`config.mk`:
```
export PLATFORM = sky130hd
export DESIGN_NAME = stim_pattern_gen
export DESIGN_NICKNAME = d
export VERILOG_FILES = /design/src/rtl/stim_pattern_gen.sv
export SDC_FILE = /design/constraint.sdc
export NUM_CORES = 1
export LEC_CHECK = 0
export BUFFER_PORTS_ARGS = -buffer_cell sky130_fd_sc_hd__buf_2
export CAP_MARGIN = 40
export CORE_MARGIN = 1
export CORE_UTILIZATION = 45
export DETAILED_ROUTE_END_ITERATION = 16
export GPL_ROUTABILITY_DRIVEN = 0
export PLACE_DENSITY = 0.71
export SKIP_LAST_GASP = 1
export SLEW_MARGIN = 20
export SYNTH_ARGS = -nofsm -noshare
export SYNTH_HDL_FRONTEND = slang
export SYNTH_SLANG_ARGS = --single-unit
```
`constraint.sdc`:
```
create_clock -name clk -period 3.65 [get_ports clk]
set_clock_uncertainty 0.1 [all_clocks]
set_input_delay 0.1825 -clock clk [delete_from_list [all_inputs] [get_ports clk]]
set_output_delay 0.1825 -clock clk [all_outputs]
set_load 0.01 [all_outputs]
```
`src/rtl/stim_pattern_gen.sv`:
```
// Stimulus source: on start, emits num_bursts bursts of burst_len patterned words
// on a valid/ready stream, with gap_cycles idle cycles between bursts, then pulses done.
module stim_pattern_gen #(
    parameter int          DATA_W = 32,
    parameter int          LEN_W  = 16,
    parameter int          GAP_W  = 8,
    parameter logic [31:0] SEED   = 32'hACE1_2468
) (
    input  logic              clk,
    input  logic              reset,
    input  logic              start,
    input  logic [1:0]        mode,
    input  logic [DATA_W-1:0] const_val,
    input  logic [LEN_W-1:0]  burst_len,
    input  logic [15:0]       num_bursts,
    input  logic [GAP_W-1:0]  gap_cycles,
    output logic              m_valid,
    output logic [DATA_W-1:0] m_data,
    output logic              m_last,
    input  logic              m_ready,
    output logic              busy,
    output logic              done,
    output logic [31:0]       beat_count
);

    // A zero seed would lock the LFSR at zero forever.
    localparam logic [31:0] SEED_INIT = (SEED == 32'd0) ? 32'd1 : SEED;

    typedef enum logic [1:0] {IDLE, SEND, GAP, DONE} state_t;

    state_t            state, state_next;
    logic [1:0]        mode_q;
    logic [DATA_W-1:0] const_q;
    logic [LEN_W-1:0]  len_q;
    logic [15:0]       nb_q;
    logic [GAP_W-1:0]  gap_q;
    logic [LEN_W-1:0]  beat_idx;
    logic [15:0]       burst_idx;
    logic [GAP_W-1:0]  gap_cnt;
    logic [DATA_W-1:0] cnt_q;
    logic [31:0]       lfsr_q;
    logic [DATA_W-1:0] walk_q;
    logic [31:0]       beat_cnt_q;

    logic start_ok, empty_run, xfer, last_beat, last_burst, gap_end;

    function automatic logic [31:0] lfsr_step(input logic [31:0] s);
        return {1'b0, s[31:1]} ^ (s[0] ? 32'h8020_0003 : 32'h0000_0000);
    endfunction

    function automatic logic [DATA_W-1:0] walk_step(input logic [DATA_W-1:0] w);
        return {w[DATA_W-2:0], w[DATA_W-1]};
    endfunction

    assign start_ok   = (state == IDLE) && start;
    assign empty_run  = (burst_len == '0) || (num_bursts == 16'd0);
    assign xfer       = (state == SEND) && m_ready;
    assign last_beat  = (beat_idx == len_q - LEN_W'(1));
    assign last_burst = (burst_idx == nb_q - 16'd1);
    assign gap_end    = (gap_cnt == gap_q - GAP_W'(1));

    // State register; reset drops m_valid immediately since it decodes from state.
    always_ff @(posedge clk or negedge reset) begin
        if (!reset) state <= IDLE;
        else        state <= state_next;
    end

    // Next-state logic: bursts end on the accepted last beat, then gap, repeat or finish.
    always_comb begin
        state_next = state;
        case (state)
            IDLE: if (start) state_next = empty_run ? DONE : SEND;
            SEND: begin
                if (xfer && last_beat) begin
                    if (last_burst)          state_next = DONE;
                    else if (gap_q == '0)    state_next = SEND;
                    else                     state_next = GAP;
                end
            end
            GAP:  if (gap_end) state_next = SEND;
            DONE: state_next = IDLE;
            default: state_next = IDLE;
        endcase
    end

    // Config capture, beat/burst/gap counters and pattern state; patterns advance only on transfers.
    always_ff @(posedge clk or negedge reset) begin
        if (!reset) begin
            mode_q     <= '0;
            const_q    <= '0;
            len_q      <= '0;
            nb_q       <= '0;
            gap_q      <= '0;
            beat_idx   <= '0;
            burst_idx  <= '0;
            gap_cnt    <= '0;
            cnt_q      <= '0;
            lfsr_q     <= SEED_INIT;
            walk_q     <= DATA_W'(1);
            beat_cnt_q <= '0;
        end else if (start_ok) begin
            mode_q     <= mode;
            const_q    <= const_val;
            len_q      <= burst_len;
            nb_q       <= num_bursts;
            gap_q      <= gap_cycles;
            beat_idx   <= '0;
            burst_idx  <= '0;
            gap_cnt    <= '0;
            cnt_q      <= '0;
            lfsr_q     <= SEED_INIT;
            walk_q     <= DATA_W'(1);
            beat_cnt_q <= '0;
        end else begin
            if (xfer) begin
                cnt_q      <= cnt_q + DATA_W'(1);
                lfsr_q     <= lfsr_step(lfsr_q);
                walk_q     <= walk_step(walk_q);
                beat_cnt_q <= beat_cnt_q + 32'd1;
                if (last_beat) begin
                    beat_idx  <= '0;
                    burst_idx <= burst_idx + 16'd1;
                end else begin
                    beat_idx  <= beat_idx + LEN_W'(1);
                end
            end
            if (state == GAP) gap_cnt <= gap_end ? '0 : gap_cnt + GAP_W'(1);
        end
    end

    // Output word selected by the latched mode.
    always_comb begin
        m_data = cnt_q;
        case (mode_q)
            2'd0:    m_data = cnt_q;
            2'd1:    m_data = lfsr_q[DATA_W-1:0];
            2'd2:    m_data = const_q;
            2'd3:    m_data = walk_q;
            default: m_data = cnt_q;
        endcase
    end

    assign m_valid    = (state == SEND);
    assign m_last     = (state == SEND) && last_beat;
    assign busy       = (state == SEND) || (state == GAP);
    assign done       = (state == DONE);
    assign beat_count = beat_cnt_q;

endmodule

```
# --- Word-level counts from Yosys, hierarchy flattened ---
# Index checks and enable logic that the tools add are counted.
classes:
  add_sub_neg: 8
  n_eq_ne: 12
  muxes: 26
  bitwise_logic: 1
  reduce_logical: 16
op_table:
  columns: ["op", "n"]
  rows:
  - ["32-bit two-way mux", 9]
  - ["32-bit case mux with 4 select lines", 1]
  - ["16-bit two-way mux", 6]
  - ["32-bit by 1-bit adder with 32-bit output (second input constant)", 2]
  - ["16-bit by 1-bit adder with 16-bit output (second input constant)", 2]
  - ["16-bit equality test", 2]
  - ["16-bit zero test", 2]
  - ["16-bit by 1-bit subtractor with 16-bit output (second input constant)", 2]
  - ["31-bit by 32-bit bitwise XOR with 32-bit output", 1]
  - ["8-bit two-way mux", 3]
  - ["2-bit two-way mux", 6]
  - ["8-bit by 1-bit adder with 8-bit output (second input constant)", 1]
  - ["2-bit equality test (second input constant)", 4]
  - ["8-bit equality test", 1]
  - ["8-bit zero test", 1]
  - ["2-bit case mux with 4 select lines", 1]
  - ["8-bit by 1-bit subtractor with 8-bit output (second input constant)", 1]
  - ["2-bit nonzero test", 3]
  - ["2-bit by 1-bit equality test with 1-bit output (second input constant)", 2]
  - ["1-bit logical AND", 4]
  - ["2-bit zero test", 2]
  - ["2-bit inequality test (second input constant)", 2]
  - ["3-bit AND reduction", 1]
  - ["1-bit logical OR", 2]
  - ["2 further kinds", 2]
word_totals:
  ff_bits: 244
  inputBits: 78
  elab_cells: 76

# --- Longest topological paths before layout ---
# Gate-level depths: netlist of the first run.
logic_depth:
  depth_word: 5
  ltp_mapped: 13
  ltp_nobuf: 10

# --- Least setup slack after synthesis of the first run ---
# No wires, ideal clock.
synth_path:
  path_kind: "flip-flop to flip-flop"
  startpoint: "register len_q[0]"
  endpoint: "register burst_idx[15]"
  setup_time_ns: 0.078
  t_arrival_ns: 2.731
  setup_slack_ns: 0.741
  stages_incl_launch_ff: 13
  cell_sequence: "dfrtp_1 buf_6 inv_1 ha_1 or3b_1 a2111oi_0 a31o_1 a32o_1 and4bb_1 buf_6 nand3_4 or4_1 a21oi_1"
synth_via:
  elab_chain_len: 4
synth_rtl:
  columns: ["element", "line_no", "source"]
  rows:
  - ["start, declared", "34", "logic [LEN_W-1:0] len_q;"]
  - ["start signal, assigned", "104", "len_q <= burst_len;"]
  - ["16-bit by 1-bit subtractor with 16-bit output", "58", "assign last_beat = (beat_idx == len_q - LEN_W'(1));"]
  - ["16-bit equality test", "58", null]
  - ["2-bit nonzero test (no source line)", null, null]
  - ["2-bit AND reduction (no source line)", null, null]
  - ["end signal, assigned", "122", "burst_idx <= burst_idx + 16'd1;"]
  - ["end, declared", "38", "logic [15:0] burst_idx;"]
# No other way between the ends.
# A chain may end at the register's enable or synchronous reset.

# --- Worst setup path after layout of the first run ---
layout_path:
  startpoint: "register len_q[0]"
  endpoint: "output port m_last"
layout_via:
  elab_chain_len: 3
layout_rtl:
  columns: ["element", "line_no", "source"]
  rows:
  - ["16-bit by 1-bit subtractor with 16-bit output", "58", null]
  - ["16-bit equality test", "58", null]
  - ["1-bit logical AND", "144", "assign m_last = (state == SEND) && last_beat;"]
  - ["end, declared", "19", "output logic m_last,"]
# No other way between the ends.

==> reports/results.txt, run 1 <==
total wire length -> 31600 µm
vias in the first global route -> 10854
Yosys reg bits -> 244
clock sink total -> 244
Worst-Skew Late Latency -> 0.55 ns
crit-path leading delay family -> simple AND/OR/NAND/NOR gates
num rows -> 61
Clock Pin Slew Worst Setup and Hold Paths -> 0.06 ns
RSZ-0062 raised after global routing -> false
FF-to-FF path depth -> 11
CTS max path bufs -> 3
core area -> 0.0279 mm²
outcome -> completed
Synth Instances -> 1427
WL per Instance -> 15.7 µm
final antenna-violating net count -> 0
Area Overhead vs Synth -> 21.7%
Chip Width -> 171 µm
DR pass1 iterations -> 5
minimum clock period -> 3.44 ns
TritonCTS clock tree -> built
Seq/Total Area, Yosys -> 0.476
Final Util -> 0.561
TNS Setup -> 0 ns
# port buffers -> 145
synthesized area per cell -> 9.02 µm²
Setup-failing EPs final -> 0
power consumption -> 11.1 mW
antenna cell count -> 0
DRC viols -> 0
grt total ovfl -> 0
crit-path cells -> inv_1 -> ha_1 -> or3b_1 -> a2111oi_0 -> a31o_1 -> a32o_1 -> and4bb_4 -> and3_1 -> buf_2
share of post-route cells with drive strength above 1 -> 0.169
Setup crit end kind -> primary output
Worst Path Buf+Inv -> 2
EDFF count, synth -> 0
crit-path max FO -> 10
Starting Density -> 0.461
I/O Pins -> 146
PwrDens -> 711 mW/mm²
total vias in the final route -> 10888
Tot GR Track Use -> 0.221
ys async rst share -> 1.00
CP Class -> flop to primary output
Most used DFF post-synth -> dfrtp_1
placed inst area -> 0.0139 mm²
Iteration-0 DRC Markers -> 715
pin count of the biggest net entering global routing -> 161
Max Freq -> 290 MHz
max-capacitance violation count -> 0
dpl hpwl -> 20400 µm
die height -> 171 µm
synth warn -> 0
Hold Path Depth -> 4
CTS buffer count -> 28
postcts setup bufs -> 0
data required time of the critical path -> 3.37 ns
Worst path depth -> 9
Max IR drop VDD -> 0.477 mV
hold crit path type -> input port to flop
die area -> 0.0293 mm²
critical path's slowest cell -> dfrtp_1
routed vias/inst -> 5.40
Slew HR -> 0.443
first-pass GRT wire length -> 52900 µm
Final Hold Viols -> 0
slowest cell delay on critical path -> 0.47 ns
fin crit share -> 0.943
design area -> 0.0157 mm²
H-tree Lvls -> 1
Slew Viols, Final -> 0
Static Leakage -> 7.18 nW
antenna violations before repair -> 0
post-synthesis cell type count -> 63
worst slew pin tran -> 0.828 ns
CP startpoint kind -> flop
Root Driver -> clkbuf_16
final net count -> 1707
Data arrival, critical path -> 3.16 ns
Synth Cell Area -> 0.0129 mm²
Net Count, Synth -> 1518
synthesized netlist by cell type, types with 3 or more instances:
cell type | instances | share of area
mux2_2 | 3 | 0.0026
buf_2 | 5 | 0.0019
nand3_1 | 64 | 0.025
nand3b_1 | 14 | 0.0082
nor2b_1 | 6 | 0.0029
buf_1 | 9 | 0.0026
a21oi_1 | 98 | 0.038
mux4_2 | 32 | 0.056
dfrtp_1 | 230 | 0.45
or3_1 | 24 | 0.012
o31ai_1 | 4 | 0.0023
xnor2_1 | 55 | 0.037
nor4_1 | 19 | 0.0092
nand2_1 | 396 | 0.12
xor2_1 | 50 | 0.034
or2_2 | 3 | 0.0015
dfstp_2 | 14 | 0.029
inv_1 | 26 | 0.0076
clkbuf_1 | 64 | 0.019
a22o_1 | 4 | 0.0027
mux2i_1 | 5 | 0.0039
nor3_1 | 17 | 0.0066
o21ai_0 | 54 | 0.021
a211oi_1 | 3 | 0.0017
nor2_1 | 96 | 0.028
nor3b_1 | 10 | 0.0058
nand4_1 | 21 | 0.010
ha_1 | 13 | 0.013
and4_1 | 8 | 0.0054
and2_1 | 7 | 0.0034
a31oi_1 | 9 | 0.0044
and3_1 | 19 | 0.0092
cell type report:
cell class              instances  area [µm²]
clock buffers                  43         837
clock inverters                 8         101
fillers                      2453       12300
inverters                      26        97.6
multi-input cells            1077        6350
flip-flops and latches        244        6120
well taps                     378         473
repair buffers                239        1680
flip-flops by register name (all words and copies together), names as in the netlist, 16 cells and up:
name,cells
beat_count,32
cnt_q,32
const_q,32
lfsr_q,32
walk_q,32
beat_idx,16
burst_idx,16
len_q,16
nb_q,16
placed cells by master, fill, tap and decap left out, drive strengths merged, types with 4 or more instances in the layout:
master	instances
nand3	65
and2	7
dfstp	14
a31oi	9
nor3b	10
dfrtp	230
nor2	96
nand3b	14
clkinv	6
dlygate4sd3	75
a22o	4
mux4	32
or3	24
and3	19
a21oi	98
nand4	22
xnor2	55
ha	13
inv	26
nor3	17
o21ai	55
mux2i	5
o31ai	4
xor2	50
buf	164
nor4	21
clkbuf	43
and4	8
nand2	397
nor2b	6
routing by layer:
metal,up-vias,track usage,share of wire
met5,-,0,0
met1,5308,0.302,0.46
met2,258,0.366,0.47
met3,56,0.0377,0.049
met4,0,0.0567,0.019
li1,5266,-,-
timing repair:
item / CTS / global route
hold buffers: 75 / 0
endpoints found under the hold margin: 155 / 0
resized for setup: 0 / 3
endpoints found under the setup margin: 0 / 6
metrics by stage:
stage	cells	setup slack, ns	hold WS (ns)
6_report	2015	0.207	0.0515
5_1_grt	2015	0.0483	0.105
4_1_cts	2014	0.00189	0.0405
3_5_place_dp	1888	0.230	0.136
3_3_place_gp	1887	0.392	0.134
2_1_floorplan	1427	0.741	-0.213
worst register-to-register path: cells and delay by family, from the launching register on:
family          cells  cell delay (ns)
compound gates      4             0.74
flops               1             0.47
fa+ha+maj           1             0.28
simple gates        4             1.23
buf+inv             2             0.33
final timing paths:
path / slack, ns / endpoint / from
min in group asynchronous: 0.12 / gap_cnt[4]$_DFFE_PN0P_ / reset
worst max-delay path: 0.21 / m_last / len_q[0]$_DFFE_PN0P_
max in group asynchronous: 2.31 / beat_count[15]$_DFFE_PN0P_ / reset
worst max register to register: 0.39 / burst_idx[7]$_DFFE_PN0P_ / len_q[0]$_DFFE_PN0P_
worst min register to register: 0.37 / const_q[18]$_DFFE_PN0P_ / const_q[18]$_DFFE_PN0P_
worst min-delay path: 0.05 / state[0]$_DFFE_PN0P_ / start
logic make-up after synthesis:
logic type | Yosys count | share of synthesized area
mux | 40 | 0.0625
xor+xnor | 105 | 0.0714
buf+inv | 106 | 0.0326
compound gates | 201 | 0.0905
flops | 244 | 0.476
simple gates | 718 | 0.255
fa+ha+maj | 13 | 0.0126
power by group:
group	leakage (nW)	switching (mW)	total (mW)	internal [mW]
sequential	3.19	0.842	4.31	3.47
combinational	3.52	2.23	3.99	1.76
clock	0.466	1.12	2.84	1.71
total	7.18	4.20	11.1	6.94
(Power assumes the default switching activity.)
==> run 2, diff against run 1 <==
==> constraint.sdc (replaced) <==
create_clock -name clk -period 3.65 [get_ports clk]
set_clock_uncertainty 0.1 [all_clocks]
set_input_delay 0.365 -clock clk [delete_from_list [all_inputs] [get_ports clk]]
set_output_delay 0.365 -clock clk [all_outputs]
set_load 0.01 [all_outputs]
==> run 2 against run 1 <==
Non-clock buffer count rose by 3. Setup slack worse by 0.049 ns. Total power increased by 1.6%. Global-route usage shrank 0.20 points. Critical path type unchanged. Highest routed layer is now met5. Register-to-register slack about the same. Die area unchanged. Final area increased by 0.70%. Critical endpoint unchanged. Critical path depth is the same.
==> reports/results.txt, run 2 (synthesis results as in run 1) <==
design area -> 0.0158 mm² (was 0.0157 mm²)
Hold Path Depth -> 4 (unchanged)
Starting Density -> 0.461 (unchanged)
Worst-Skew Late Latency -> 0.55 ns (about the same)
PwrDens -> 718 mW/mm² (was 711 mW/mm²)
Slew HR -> 0.440 (was 0.443)
crit-path cells -> inv_1 -> ha_2 -> or3b_1 -> nor3_1 -> nand4_1 -> a2bb2oi_1 -> and4bb_2 -> and3_1 -> buf_2 (was inv_1 -> ha_1 -> or3b_1 -> a2111oi_0 -> a31o_1 -> a32o_1 -> and4bb_4 -> and3_1 -> buf_2)
CTS max path bufs -> 3 (unchanged)
Tot GR Track Use -> 0.220 (was 0.221)
first-pass GRT wire length -> 52600 µm (was 52900 µm)
outcome -> completed (unchanged)
CP startpoint kind -> flop (unchanged)
# port buffers -> 145 (unchanged)
antenna violations before repair -> 1 (was 0)
num rows -> 61 (unchanged)
WL per Instance -> 15.6 µm (was 15.7 µm)
H-tree Lvls -> 1 (unchanged)
worst slew pin tran -> 0.841 ns (was 0.828 ns)
Max Freq -> 286 MHz (was 290 MHz)
vias in the first global route -> 10654 (was 10854)
Final Hold Viols -> 0 (unchanged)
hold crit path type -> input port to flop (unchanged)
Static Leakage -> 7.24 nW (was 7.18 nW)
Chip Width -> 171 µm (unchanged)
Root Driver -> clkbuf_16 (unchanged)
Worst Path Buf+Inv -> 2 (unchanged)
r2r endpoint -> burst_idx[14]$_DFFE_PN0P_ (was burst_idx[7]$_DFFE_PN0P_)
FF-to-FF path depth -> 11 (unchanged)
Final Hold Slack -> 0.254 ns (was 0.0515 ns)
flop-to-flop setup slack -> 0.39 ns (about the same)
share of post-route cells with drive strength above 1 -> 0.176 (was 0.169)
final net count -> 1710 (was 1707)
Final Util -> 0.565 (was 0.561)
DRC viols -> 0 (unchanged)
CTS buffer count -> 28 (unchanged)
Iteration-0 DRC Markers -> 731 (was 715)
total wire length -> 31500 µm (was 31600 µm)
final antenna-violating net count -> 0 (unchanged)
Worst Hold Endpoint -> state[0]$_DFFE_PN0P_ (unchanged)
TritonCTS clock tree -> built (unchanged)
I/O Pins -> 146 (unchanged)
total vias in the final route -> 10961 (was 10888)
clock sink total -> 244 (unchanged)
grt total ovfl -> 0 (unchanged)
placed inst area -> 0.0140 mm² (was 0.0139 mm²)
Slew Viols, Final -> 0 (unchanged)
Setup crit end kind -> primary output (unchanged)
die area -> 0.0293 mm² (unchanged)
die height -> 171 µm (unchanged)
CP Class -> flop to primary output (unchanged)
antenna cell count -> 0 (unchanged)
core area -> 0.0279 mm² (unchanged)
max-capacitance violation count -> 0 (unchanged)
Clock Pin Slew Worst Setup and Hold Paths -> 0.06 ns (about the same)
hold_sp -> start (unchanged)
critical path's slowest cell -> dfrtp_1 (unchanged)
crit-path leading delay family -> simple AND/OR/NAND/NOR gates (unchanged)
Max IR drop VDD -> 0.479 mV (was 0.477 mV)
most common cell after layout, fill and taps aside -> nand2_1 (unchanged)
routed vias/inst -> 5.43 (was 5.40)
slowest cell delay on critical path -> 0.46 ns (was 0.47 ns)
Data arrival, critical path -> 3.03 ns (was 3.16 ns)
pin count of the biggest net entering global routing -> 83 (was 161)
data required time of the critical path -> 3.18 ns (was 3.37 ns)
fin crit share -> 0.957 (was 0.943)
power consumption -> 11.3 mW (was 11.1 mW)
Area Overhead vs Synth -> 22.5% (was 21.7%)
Setup-failing EPs final -> 0 (unchanged)
most frequent cells in the layout -> nand2_1 (394), dfrtp_1 (229), buf_2 (144) (unchanged)
dpl hpwl -> 20400 µm (about the same)
origin of the critical flop-to-flop path -> len_q[0]$_DFFE_PN0P_ (unchanged)
DR pass1 iterations -> 5 (unchanged)
crit-path max FO -> 7 (was 10)
minimum clock period -> 3.49 ns (was 3.44 ns)
==> run 2: cell count changes in the layout (fill, tap and decap cells not counted), moves of 2 or more <==
cell / previous run / this run
clkbuf_1: 7 / 1
clkinv_2: 5 / 11
bufinv_16: 2 / 5
clkbuf_8: 8 / 5
buf_12: 2 / 4
buf_4: 15 / 17
==> run 2: stage by stage <==
stage | setup WS (ns) | TNS, ns | instances
after detailed placement | 0.417 | 0 | 1891
after global placement | 0.503 | 0 | 1890
after CTS | 0.0279 | 0 | 2018
after global routing | -0.0194 | -0.0194 | 2019
after floorplan | 0.741 | 0 | 1427
final | 0.158 | 0 | 2019
==> run 2: routing by layer <==
metal / wire [µm] / up-vias / track usage
met5: 13 / - / 0
met4: 614 / 2 / 0.0532
met3: 1420 / 48 / 0.0331
met2: 14800 / 260 / 0.356
met1: 14700 / 5384 / 0.308
li1: - / 5267 / -
==> run 2: tightest hold or removal path, delay by kind of cell <==
| family | cells | cell delay, ns |
|---|---|---|
| AO/OA/AOI/OAI | 2 | 0.23 |
| AND/OR/NAND/NOR | 1 | 0.16 |
| buffers and inverters | 1 | 0.10 |
==> run 2: cell type report <==
cell class,instances,area (µm²)
Tap cell,378,473
Timing Repair Buffer,242,1720
Sequential cell,244,6120
Multi-Input combinational cell,1077,6350
Clock inverter,18,230
Fill cell,2436,12200
Clock buffer,34,773
Inverter,26,97.6
==> run 2: what timing repair did <==
action / CTS / global route
setup buffers: 0 / 1
hold buffers: 75 / 0
endpoints found under the hold margin: 141 / 0
resized for setup: 0 / 5
setup endpoints to repair: 0 / 1
==> run 2: worst max path at each step <==
stage / endpoint / from / slack, ns / depth (start not counted)
floorplan: burst_idx[15]$_DFFE_PN0P_ / len_q[0]$_DFFE_PN0P_ / 0.74 / 12
detailed placement: burst_idx[8]$_DFFE_PN0P_ / len_q[0]$_DFFE_PN0P_ / 0.42 / 10
global placement: state[1]$_DFFE_PN0P_ / len_q[0]$_DFFE_PN0P_ / 0.50 / 11
finish: m_last / len_q[0]$_DFFE_PN0P_ / 0.16 / 9
global route: m_last / len_q[0]$_DFFE_PN0P_ / -0.02 / 9
CTS: m_last / len_q[0]$_DFFE_PN0P_ / 0.03 / 9
==> run 2: power breakdown <==
part	internal, mW	switching (mW)
sequential	3.47	0.805
clock	1.86	1.16
combinational	1.78	2.24
==> run 3, diff against run 2 <==
--- a/config.mk
+++ b/config.mk
@@ -7,11 +7,13 @@
 export LEC_CHECK = 0
 export BUFFER_PORTS_ARGS = -buffer_cell sky130_fd_sc_hd__buf_2
 export CAP_MARGIN = 40
+export CELL_PAD_IN_SITES_DETAIL_PLACEMENT = 2
+export CELL_PAD_IN_SITES_GLOBAL_PLACEMENT = 2
 export CORE_MARGIN = 1
-export CORE_UTILIZATION = 45
+export CORE_UTILIZATION = 37
 export DETAILED_ROUTE_END_ITERATION = 16
 export GPL_ROUTABILITY_DRIVEN = 0
-export PLACE_DENSITY = 0.71
+export PLACE_DENSITY = 0.88
 export SKIP_LAST_GASP = 1
 export SLEW_MARGIN = 20
 export SYNTH_ARGS = -nofsm -noshare
==> run 3 against run 2 <==
The run now ends with setup timing left. Register-to-register slack worse by 0.18 ns. Die area up 21%. Total power increased by 7.9%. Maximum frequency shrank 5.8%. Critical endpoint unchanged. Largest cell class unchanged. Highest routed layer is now met4.
==> reports/results.txt, run 3 (synthesis results as in run 1) <==
data required time of the critical path -> 3.18 ns (about the same)
routed vias/inst -> 5.64 (was 5.43)
design area -> 0.0160 mm² (was 0.0158 mm²)
crit-path leading delay family -> simple AND/OR/NAND/NOR gates (unchanged)
CTS buffer count -> 30 (was 28)
total wire length -> 48500 µm (was 31500 µm)
share of post-route cells with drive strength above 1 -> 0.181 (was 0.176)
crit-path cells -> buf_4 -> nor3_1 -> xnor2_1 -> nor4_1 -> nand2_1 -> and4bb_2 -> buf_4 -> and3_4 -> buf_2 (was inv_1 -> ha_2 -> or3b_1 -> nor3_1 -> nand4_1 -> a2bb2oi_1 -> and4bb_2 -> and3_1 -> buf_2)
core area -> 0.0339 mm² (was 0.0279 mm²)
grt total ovfl -> 0 (unchanged)
Data arrival, critical path -> 3.24 ns (was 3.03 ns)
H-tree Lvls -> 1 (unchanged)
Area Overhead vs Synth -> 24.3% (was 22.5%)
most frequent CP cell -> buf_4
pin count of the biggest net entering global routing -> 158 (was 83)
TritonCTS clock tree -> built (unchanged)
Clock Pin Slew Worst Setup and Hold Paths -> 0.07 ns (was 0.06 ns)
Worst Path Buf+Inv -> 3 (was 2)
max-capacitance violation count -> 0 (unchanged)
DRC viols -> 0 (unchanged)
total vias in the final route -> 11854 (was 10961)
CP startpoint kind -> flop (unchanged)
final antenna-violating net count -> 0 (unchanged)
slowest cell delay on critical path -> 0.61 ns (was 0.46 ns)
crit-path max FO -> 8 (was 7)
Starting Density -> 0.380 (was 0.461)
worst slew pin tran -> 0.850 ns (was 0.841 ns)
Max Freq -> 270 MHz (was 286 MHz)
CP Class -> flop to primary output (unchanged)
r2r endpoint -> cnt_q[31]$_DFFE_PN0P_ (was burst_idx[14]$_DFFE_PN0P_)
minimum clock period -> 3.71 ns (was 3.49 ns)
Slew HR -> 0.428 (was 0.440)
Setup crit end kind -> primary output (unchanged)
dpl hpwl -> 28600 µm (was 20400 µm)
die height -> 189 µm (was 171 µm)
Root Driver -> clkbuf_16 (unchanged)
final net count -> 1717 (was 1710)
most frequent cells in the layout -> nand2_1 (394), dfrtp_1 (227), buf_2 (144) (was nand2_1 (394), dfrtp_1 (229), buf_2 (144))
origin of the critical flop-to-flop path -> state[1]$_DFFE_PN0P_ (was len_q[0]$_DFFE_PN0P_)
num rows -> 67 (was 61)
I/O Pins -> 146 (unchanged)
Iteration-0 DRC Markers -> 563 (was 731)
Max IR drop VDD -> 0.465 mV (was 0.479 mV)
Final Hold Viols -> 0 (unchanged)
CTS max path bufs -> 3 (unchanged)
vias in the first global route -> 13590 (was 10654)
die area -> 0.0355 mm² (was 0.0293 mm²)
Worst-Skew Late Latency -> 0.57 ns (was 0.55 ns)
FF-to-FF path depth -> 9 (was 11)
WL per Instance -> 23.1 µm (was 15.6 µm)
Final Worst Setup Slack -> -0.0581 ns (was 0.158 ns)
fin crit share -> 1.02 (was 0.957)
first-pass GRT wire length -> 76800 µm (was 52600 µm)
antenna violations before repair -> 2 (was 1)
Tot GR Track Use -> 0.271 (was 0.220)
Static Leakage -> 7.29 nW (was 7.24 nW)
hold crit path type -> input port to async pin (was input port to flop)
Setup-failing EPs final -> 1 (was 0)
failing checks -> setup timing
flop-to-flop setup slack -> 0.21 ns (was 0.39 ns)
# port buffers -> 145 (unchanged)
TNS Setup -> -0.0581 ns (was 0 ns)
DR pass1 iterations -> 4 (was 5)
outcome -> finished with violations (was completed)
clock sink total -> 244 (unchanged)
Slew Viols, Final -> 0 (unchanged)
placed inst area -> 0.0141 mm² (was 0.0140 mm²)
most common cell after layout, fill and taps aside -> nand2_1 (unchanged)
PwrDens -> 764 mW/mm² (was 718 mW/mm²)
critical path's slowest cell -> nor4_1 (was dfrtp_1)
power consumption -> 12.2 mW (was 11.3 mW)
Chip Width -> 189 µm (was 171 µm)
## run 3: cell count changes in the layout (fill, tap and decap cells not counted), sizes merged
cell,previous run,this run
buf,167,172
diode,0,2
clkinv,13,9
clkbuf,34,42
## run 3: area by class of cell
cell class | instances | area (µm²)
tap | 448 | 561
multi-input combinational | 1077 | 6380
clock buffer | 42 | 846
sequential | 244 | 6130
fill | 3627 | 17900
inverter | 26 | 97.6
antenna | 2 | 5.00
timing repair buffer | 247 | 1760
clock inverter | 14 | 224
## run 3: layer usage
metal | track usage | wire [µm] | vias up | part of all wire
li1 | - | - | 5288 | -
met2 | 0.500 | 25800 | 294 | 0.53
met3 | 0.0397 | 1770 | 107 | 0.037
met5 | 0 | 0 | - | 0
met4 | 0.0779 | 1370 | 0 | 0.028
met1 | 0.326 | 19600 | 6165 | 0.40
## run 3: stage by stage
step / hold slack, ns / util / worst slack, ns / std cells
floorplan: -0.0306 / - / 0.741 / 1427
global placement: 0.347 / 0.415 / 0.473 / 1958
finish: 0.269 / 0.472 / -0.0581 / 2100
detailed placement: 0.344 / 0.416 / 0.290 / 1959
CTS: 0.168 / 0.471 / 0.0237 / 2093
global route: 0.270 / 0.472 / -0.0679 / 2099
## run 3: worst max-delay path by stage
stage               cells past startpoint                  from                         to
detailed placement                     10  len_q[0]$_DFFE_PN0P_  burst_idx[15]$_DFFE_PN0P_
global route                            9  len_q[0]$_DFFE_PN0P_                     m_last
CTS                                    10  len_q[1]$_DFFE_PN0P_                     m_last
global placement                       10  len_q[0]$_DFFE_PN0P_  burst_idx[15]$_DFFE_PN0P_
finish                                  9  len_q[0]$_DFFE_PN0P_                     m_last
floorplan                              12  len_q[0]$_DFFE_PN0P_  burst_idx[15]$_DFFE_PN0P_
## run 3: what timing repair did
| item | CTS | global route |
|---|---|---|
| pin swaps | 2 | 1 |
| setup buffers | 3 | 5 |
| gates resized for setup | 9 | 4 |
| hold buffers | 75 | 0 |
| endpoints found under the setup margin | 1 | 1 |
| endpoints found under the hold margin | 155 | 0 |
## run 3: worst reg2reg max path: stages (launching register included)
cell and delay [ns]:
dfrtp_1 0.45, inv_1 0.13, ha_1 0.39, nand4_1 0.29, nor4_1 0.61, nand2_1 0.24
nor2_1 0.36, nand3_1 0.24, or3_1 0.39, a21oi_1 0.16
## run 3: power by group
group	internal (mW)	total [mW]	switching (mW)
Combinational	1.85	4.52	2.67
Clock	1.97	3.27	1.29
Sequential	3.47	4.43	0.958
